===== config.mk =====
export PLATFORM = sky130hd
export DESIGN_NAME = led_pattern_sequencer
export DESIGN_NICKNAME = d
export VERILOG_FILES = /design/src/rtl/led_pattern_sequencer.sv
export SDC_FILE = /design/constraint.sdc
export NUM_CORES = 1
export LEC_CHECK = 0
export CAP_MARGIN = 20
export CORE_UTILIZATION = 60
export DETAILED_ROUTE_END_ITERATION = 6
export GPL_TIMING_DRIVEN = 0
export PLACE_DENSITY = 0.78
export SETUP_SLACK_MARGIN = 0.02
export SYNTH_ARGS = -nofsm -noshare
export SYNTH_HDL_FRONTEND = slang
export SYNTH_SLANG_ARGS = --single-unit

===== constraint.sdc =====
create_clock -name i_clk -period 4.8 [get_ports i_clk]
set_input_delay 1.2 -clock i_clk [delete_from_list [all_inputs] [get_ports i_clk]]
set_output_delay 1.2 -clock i_clk [all_outputs]
set_load 0.02 [all_outputs]

===== src/rtl/led_pattern_sequencer.sv =====
// Button-driven LED pattern sequencer for an 8-LED bank.
// Four debounced buttons control pause, pattern mode and step rate; a
// prescaler paces the pattern steps and led[7:0] is driven from a register.
module led_pattern_sequencer #(
  parameter int DEBOUNCE_CYCLES = 250000,
  parameter int TICK_BASE       = 1048576
) (
  input  logic       i_clk,
  input  logic       i_rst,
  input  logic [6:0] btn,
  output logic [7:0] led,
  output logic [1:0] o_mode,
  output logic [1:0] o_speed,
  output logic       o_paused
);

  localparam int DB_W = $clog2(DEBOUNCE_CYCLES + 1);
  localparam int PS_W = $clog2(TICK_BASE);
  localparam logic [DB_W-1:0] DB_LAST = DB_W'(DEBOUNCE_CYCLES - 1);

  typedef enum logic [1:0] {
    MODE_BINARY  = 2'd0,
    MODE_SCANNER = 2'd1,
    MODE_GRAY    = 2'd2,
    MODE_FILL    = 2'd3
  } mode_e;

  typedef enum logic {
    DIR_UP   = 1'b0,
    DIR_DOWN = 1'b1
  } dir_e;

  // Buttons 0, 5 and 6 have no function on this board.
  logic unused_btn;
  assign unused_btn = ^{btn[6:5], btn[0]};

  // ---------------------------------------------------------------------------
  // Button conditioning for btn[4:1]
  // ---------------------------------------------------------------------------
  logic [4:1]      sync1_q, sync2_q, deb_q, press_q;
  logic [DB_W-1:0] db_cnt_q [1:4];

  // Synchronise, debounce, and emit a one-cycle pulse on each accepted press.
  always_ff @(posedge i_clk) begin
    // NOTE: the synchronisers are reset along with everything else so a reset
    // in the middle of a bounce cannot leave a half-accepted press behind.
    if (i_rst) begin
      sync1_q <= '0;
      sync2_q <= '0;
      deb_q   <= '0;
      press_q <= '0;
      for (int i = 1; i <= 4; i++) db_cnt_q[i] <= '0;
    end else begin
      sync1_q <= btn[4:1];
      sync2_q <= sync1_q;
      for (int i = 1; i <= 4; i++) begin
        press_q[i] <= 1'b0;
        if (sync2_q[i] == deb_q[i]) begin
          db_cnt_q[i] <= '0;
        end else if (db_cnt_q[i] == DB_LAST) begin
          deb_q[i]    <= sync2_q[i];
          press_q[i]  <= sync2_q[i];  // only the 0->1 edge is an event
          db_cnt_q[i] <= '0;
        end else begin
          db_cnt_q[i] <= db_cnt_q[i] + DB_W'(1);
        end
      end
    end
  end

  logic ev_pause, ev_mode, ev_up, ev_down;
  assign ev_pause = press_q[1];
  assign ev_mode  = press_q[2];
  assign ev_up    = press_q[3];
  assign ev_down  = press_q[4];

  // ---------------------------------------------------------------------------
  // Sequencer state
  // ---------------------------------------------------------------------------
  mode_e           mode_q,   mode_d;
  dir_e            dir_q,    dir_d;
  logic [1:0]      speed_q,  speed_d;
  logic            paused_q, paused_d;
  logic [7:0]      step_q,   step_d;
  logic [PS_W-1:0] presc_q,  presc_d;
  logic [7:0]      led_q,    led_d;

  logic [PS_W-1:0] tick_limit;
  logic            tick;

  assign tick_limit = PS_W'((TICK_BASE >> speed_q) - 1);
  assign tick       = !paused_q && (presc_q == tick_limit);

  // LED image for a given mode and step counter.
  function automatic logic [7:0] pattern(input mode_e m, input logic [7:0] s);
    logic [7:0] r;
    r = s;
    case (m)
      MODE_BINARY:  r = s;
      MODE_SCANNER: r = 8'd1 << s[2:0];
      MODE_GRAY:    r = s ^ (s >> 1);
      MODE_FILL:    r = (s[3:0] < 4'd8) ? (8'hFF >> (3'd7 - s[2:0]))
                                        : (8'hFF << (s[3:0] - 4'd7));
      default:      r = s;
    endcase
    return r;
  endfunction

  // Next-state logic: button events, prescaler, pattern step and LED image.
  always_comb begin
    // NOTE: every signal gets its hold value first; without these defaults the
    // branches that do not assign would infer latches.
    mode_d   = mode_q;
    dir_d    = dir_q;
    speed_d  = speed_q;
    paused_d = paused_q;
    step_d   = step_q;
    presc_d  = presc_q;

    if (ev_pause) paused_d = ~paused_q;

    // Opposing speed events cancel; each direction saturates.
    if (ev_up && !ev_down && speed_q != 2'd3)      speed_d = speed_q + 2'd1;
    else if (ev_down && !ev_up && speed_q != 2'd0) speed_d = speed_q - 2'd1;

    if (!paused_q) presc_d = tick ? '0 : presc_q + PS_W'(1);
    // A new rate starts a full period from now.
    if (speed_d != speed_q) presc_d = '0;

    if (tick) begin
      case (mode_q)
        MODE_SCANNER: begin
          // Direction flips on the tick that lands on an end, so each end
          // is shown exactly once per sweep.
          if (dir_q == DIR_UP) begin
            step_d = step_q + 8'd1;
            if (step_q[2:0] == 3'd6) dir_d = DIR_DOWN;
          end else begin
            step_d = step_q - 8'd1;
            if (step_q[2:0] == 3'd1) dir_d = DIR_UP;
          end
        end
        MODE_FILL: step_d = {4'd0, step_q[3:0] + 4'd1};
        default:   step_d = step_q + 8'd1;
      endcase
    end

    // A mode change restarts the new pattern from its first step.
    if (ev_mode) begin
      mode_d  = mode_e'(mode_q + 2'd1);
      step_d  = 8'd0;
      dir_d   = DIR_UP;
      presc_d = '0;
    end

    led_d = pattern(mode_d, step_d);
  end

  // State and output registers; reset overrides any same-cycle event.
  always_ff @(posedge i_clk) begin
    // NOTE: non-blocking assignments here so every register samples the
    // pre-edge values, independent of statement order.
    if (i_rst) begin
      mode_q   <= MODE_BINARY;
      dir_q    <= DIR_UP;
      speed_q  <= 2'd0;
      paused_q <= 1'b0;
      step_q   <= 8'd0;
      presc_q  <= '0;
      led_q    <= 8'd0;
    end else begin
      mode_q   <= mode_d;
      dir_q    <= dir_d;
      speed_q  <= speed_d;
      paused_q <= paused_d;
      step_q   <= step_d;
      presc_q  <= presc_d;
      led_q    <= led_d;
    end
  end

  assign led      = led_q;
  assign o_mode   = mode_q;
  assign o_speed  = speed_q;
  assign o_paused = paused_q;

endmodule


# Yosys cells after proc, flatten, opt, wreduce, memory -nomap -nowiden
# Memories as Yosys holds them, arrays and structs flattened.
# Index checks and enable logic that the tools add are counted.
classes:
  muxes: 71
  shift: 4
  eq_ne: 18
  order_cmp: 1
  bitwise_logic: 22
  add_sub_neg: 14
  n_reduce_logical: 21
op_table:
  columns: ["cell", "n"]
  rows:
  - ["$mux 18", 12]
  - ["$add 18x1->18 const B", 4]
  - ["$eq 18x18->1 const B", 4]
  - ["$mux 1", 49]
  - ["$mux 8", 4]
  - ["$pmux 8 s4", 1]
  - ["$shr 21x2->20 const A", 1]
  - ["$add 20x1->20 const B", 1]
  - ["$eq 20x20->1", 1]
  - ["$mux 20", 1]
  - ["$sub 20x2->20 const B", 1]
  - ["$pmux 8 s2", 1]
  - ["$reduce_or 3->1", 5]
  - ["$or 1x1->1", 12]
  - ["$reduce_and 2->1", 5]
  - ["$not 1->1", 9]
  - ["$add 8x1->8 const B", 1]
  - ["$shl 1x3->8 const A", 1]
  - ["$shl 8x4->8 const A", 1]
  - ["$shr 8x3->8 const A", 1]
  - ["$sub 8x1->8 const B", 1]
  - ["$xor 8x7->8", 1]
  - ["$eq 2x2->1 const B", 3]
  - ["$mux 2", 3]
  - ["other kinds (17)", 28]
word_totals:
  register_bits: 58
  ram_bits: 72
  memories: 1
mem_list:
  columns: ["memory", "depth", "width", "read_ports", "rd_ports_with_merged_regs", "write_ports", "line_no", "rtl"]
  rows:
  - ["db_cnt_q", 4, 18, 4, 0, 4, "41", "logic [DB_W-1:0] db_cnt_q [1:4];"]

# Depth between registers and ports, before layout
depth:
  ltp_word: 10
  depth_mapped: 18

# Least setup slack after synthesis
# OpenSTA, ideal clock, no wires.
synth_path:
  kind: "register to register"
  startpoint: "reg speed_q[1], in the netlist o_speed[1]"
  endpoint: "reg led_q[7], in the netlist led[7]"
  stages_incl_launch_ff: 18
  t_arrival_ns: 4.080
  n_path_buf: 1
  slack_ns: 0.603
  path_cell_list: "dfxtp_1 inv_1 ha_1 xnor2_1 or3b_4 or3_1 buf_6 nor2_1 a21oi_1 or2_2 inv_1 ha_1 inv_1 or3_1 or4_2 and2_1 mux2_2 a22o_1"
synth_between:
  elab_chain_cells: 10
synth_lines:
  columns: ["item", "line_no", "rtl"]
  rows:
  - ["start, declared", "82", "logic [1:0] speed_q, speed_d;"]
  - ["start signal, assigned", "174", "speed_q <= speed_d;"]
  - ["$shr 21x2->20 (*)", "91", "assign tick_limit = PS_W'((TICK_BASE >> speed_q) - 1);"]
  - ["$sub 20x2->20 (*)", "91", null]
  - ["$eq 20x20->1 (*)", "92", "assign tick = !paused_q && (presc_q == tick_limit);"]
  - ["$logic_and 1x1->1 (*)", "92", null]
  - ["$mux 8 (*)", "130", "if (tick) begin"]
  - ["$mux 8 (*)", "149", "if (ev_mode) begin"]
  - ["named net step_d[1]", "84", "logic [7:0] step_q, step_d;"]
  - ["$sub 4x3->4 / $sub 3x3->3 (equally long branches)", "103, 102", null]
  - ["$shl 8x4->8 / $shr 8x3->8 (equally long branches)", "103, 102", null]
  - ["$mux 8", "102", "MODE_FILL: r = (s[3:0] < 4'd8) ? (8'hFF >> (3'd7 - s[2:0]))"]
  - ["$pmux 8 s4 (*)", "98", "case (m)"]
  - ["end signal, assigned", "178", "led_q <= led_d;"]
  - ["end, declared", "86", "logic [7:0] led_q, led_d;"]
# Mark *: on every way through the listed nets, which the timed path passes. The rest lies on a longest branch.
# A chain may end at the register's enable or synchronous reset.

# Final worst setup path
# Ends and elaborated chain as after synthesis.

==> flow_metrics.tcl <==
set metrics [dict create \
    rsz0062_at_grt "no" \
    switching_power_mw 0.535 \
    core_region_area_um2 11500 \
    ant_nets 0 \
    cellPowerDensity_nw_per_um2 316 \
    drt-initial-drc-count 506 \
    leakagePower_nw 3.08 \
    synth-seq-cells 130 \
    synth_warnings 0 \
    antenna_found_initial 0 \
    ctsResizeCount 0 \
    crit_required_ns 5.11 \
    cp_max_fo 10 \
    firstDrtPassIters 5 \
    peakVddDrop_uv 311 \
    critical_path_class "flip-flop to flip-flop" \
    synth_top_family_by_area "simple AND/OR/NAND/NOR gates" \
    synthXorXnorAreaFrac_pct 11.5 \
    routed-wl-met3_um 629 \
    synthAdderAreaFrac_pct 4.58 \
    diodes 0 \
    hold_violations 0 \
    die_w_um 111 \
    gp_congestion 0.875 \
    synthToLayoutAreaGrowth_pct 17.2 \
    finalMaxSlewViolations 0 \
    cts_setup_buffers 0 \
    clk_path_buf_depth 2 \
    num_vias 5690 \
    synth_top_area_share_pct 30.4 \
    htreeDepth 4 \
    synth-compound-area-share_pct 7.25 \
    synth-edff-count 72 \
    wl_met2_mm 7.04 \
    grt_pass1_vias 5601 \
    cts_sinks 130 \
    clockPowerShare_pct 50.1 \
    finClkSkew_ns 0.00900 \
    drc 0 \
    muxShareOfSynthArea_pct 1.90 \
    synth_cells 749 \
    nets 892 \
    crit_path_start_kind "flip-flop" \
    place_hpwl_mm 10.5 \
    io_pins 22 \
    fin_util_pct 72.7 \
    via_per_inst 5.62 \
    grt_pass1_wl_mm 25.4 \
    arrival_ns 4.77 \
    max_freq_ghz 0.224 \
    hp-class "flip-flop to flip-flop" \
    setup_viol 0 \
    p_int_mw 2.10 \
    swShare_pct 20.3 \
    synth_flop_cell "edfxtp_1" \
    fin_crit_sh_pct 92.9 \
    gr-usage-all-layers_pct 25.4 \
    r2r_slack_ns 0.34 \
    cp-end-kind "flip-flop" \
    syn-mean-instance-area_um2 9.49 \
    top_layer_used "met4" \
    dieArea_um2 12300 \
    synth.top_cells.by_area "edfxtp_1 30%, dfxtp_1 16%, nor2_1 7.9%" \
    drt-total-wl_mm 14.6 \
    cts_hold_buf 0 \
    wl_met1_mm 6.62 \
    tightest_slew_ns 0.881 \
    netlist_area_um2 7110 \
    ys_seq_area_share_pct 46.7 \
    numCtsBuffers 17 \
    layout-drive-gt1-share_pct 5.75 \
    start_util_pct 62.0 \
    routedWlPerCell_um 14.4 \
    outcome "finished clean" \
    grt_overflow 0 \
    die_h_um 111 \
    tns_ns 0 \
    cap_violations 0 \
    tritoncts "yes" \
    clock_latency_ns 0.41 \
    cts-root-buf "clkbuf_16" \
    clkTransAtPathRegs_ns 0.06 \
    finalCriticalPeriod_ns 4.46 \
    yosys.area_share.simple_pct 25.4 \
    ys_types 66 \
    port-buffer-count 18 \
    num_rows 39 \
    ys_async_sr_fraction_pct 0 \
    grt_max_degree 17 \
    yosys.area.top_type "edfxtp_1" \
    seqPwrFrac_pct 47.1 \
    slew_headroom_pct 40.8 \
    fillCellCount 847 \
    pwr-share-comb_pct 2.9 \
]
## flip-flops by register name, summed over array words and instances, names as in the netlist
name,count
o_speed,2
o_mode,2
presc_q,20
press_q,4
deb_q,4
step_q,8
led,8
o_paused,1
dir_q,1
db_cnt_q,72
sync1_q,4
sync2_q,4
## cell usage in the layout (no fill, tap or decap), types with 17 or more instances in the layout
cell type / count
dfxtp_1: 58
inv_1: 25
and3_1: 17
ha_1: 26
nand4_1: 19
clkdlybuf4s50_1: 18
nand2_1: 44
o21ai_0: 17
nor2_1: 149
edfxtp_1: 72
conb_1: 72
xnor2_1: 43
clkbuf_16: 17
xor2_1: 50
clkbuf_1: 21
nand3_1: 46
## synth_stat cells, drive strengths merged, types with 3 or more instances
cell type	count
a21oi	16
a21o	3
buf	3
nand2	44
and3	18
nor2	149
and4	7
clkbuf	20
nor3	14
edfxtp	72
and2	4
dfxtp	58
o21ai	17
ha	26
mux2	4
or4	3
a221oi	3
nand4	21
nor4b	7
a211oi	4
or3	8
nor2b	15
nand3b	6
mux2i	9
a31oi	5
nor4	8
o31ai	3
xor2	50
nand3	46
o22ai	3
nand2b	4
o21a	3
inv	25
xnor2	43
## worst paths after layout
kind	start	endpoint	depth (start not counted)
max	o_speed[1]$_SDFF_PP0_	led[7]$_SDFF_PP0_	17
min	sync1_q[4]$_SDFF_PP0_	sync2_q[4]$_SDFF_PP0_	1
max reg2reg	o_speed[1]$_SDFF_PP0_	led[7]$_SDFF_PP0_	17
min reg2reg	sync1_q[4]$_SDFF_PP0_	sync2_q[4]$_SDFF_PP0_	1
## final cells by class
type	count	area [um^2]	share of cell area (%)
buffer	23	96.3	1.16
clock buffer	19	433	5.19
clock inverter	13	166	2.00
inverter	25	93.8	1.13
multi-input combinational	642	3860	46.4
sequential	130	3320	39.9
tap	143	179	2.15
timing repair buffer	18	180	2.16
## power by group through the flow
stage          combinational [mW]  clock [mW]  sequential, mW
3_5_place_dp               0.0727           0            1.26
3_3_place_gp               0.0703           0            1.26
4_1_cts                    0.0740        1.34            1.24
5_1_grt                    0.0869        1.38            1.24
2_1_floorplan              0.0562           0            1.25
6_report                   0.0758        1.32            1.24
## stage by stage
step                power, mW  cells  hold WS [ns]  instance area (um^2)  setup WS [ns]
floorplan                1.31    820         0.414                  7380          0.603
global placement         1.33    981         0.422                  7740          0.473
detailed placement       1.33    981         0.449                  7740          0.377
CTS                      2.65   1013         0.450                  8340          0.329
global route             2.71   1013         0.458                  8340         0.0938
finish                   2.63   1013         0.447                  8340          0.339
## critical path, stage by stage (launching register included)
cell and delay [ns]:
dfxtp_1 0.42, inv_1 0.13, ha_1 0.21, xnor2_1 0.17, or3b_4 0.44, or3_1 0.34
buf_6 0.16, nor2_1 0.11, a21oi_1 0.05, or2_2 0.37, inv_1 0.15, ha_1 0.19
inv_1 0.05, or3_1 0.29, or4_2 0.58, and2_1 0.22, mux2_2 0.27, a22o_1 0.19
## cell families (layout without fill, tap and decap cells)
family | Yosys count | after routing
xor+xnor | 93 | 93
mux | 13 | 13
fa+ha+maj | 26 | 26
compound gates | 76 | 76
buf+inv | 48 | 98
simple gates | 362 | 362
flops | 130 | 130
other cells | 1 | 72
## layer usage
metal  vias to the layer above  GRT usage [%]
met5                         -              0
met4                         0           9.24
met3                        35           6.29
met2                       125           42.8
met1                      2734           31.5
li1                       2796              -
Note: power is estimated with default switching activity, not from simulation.
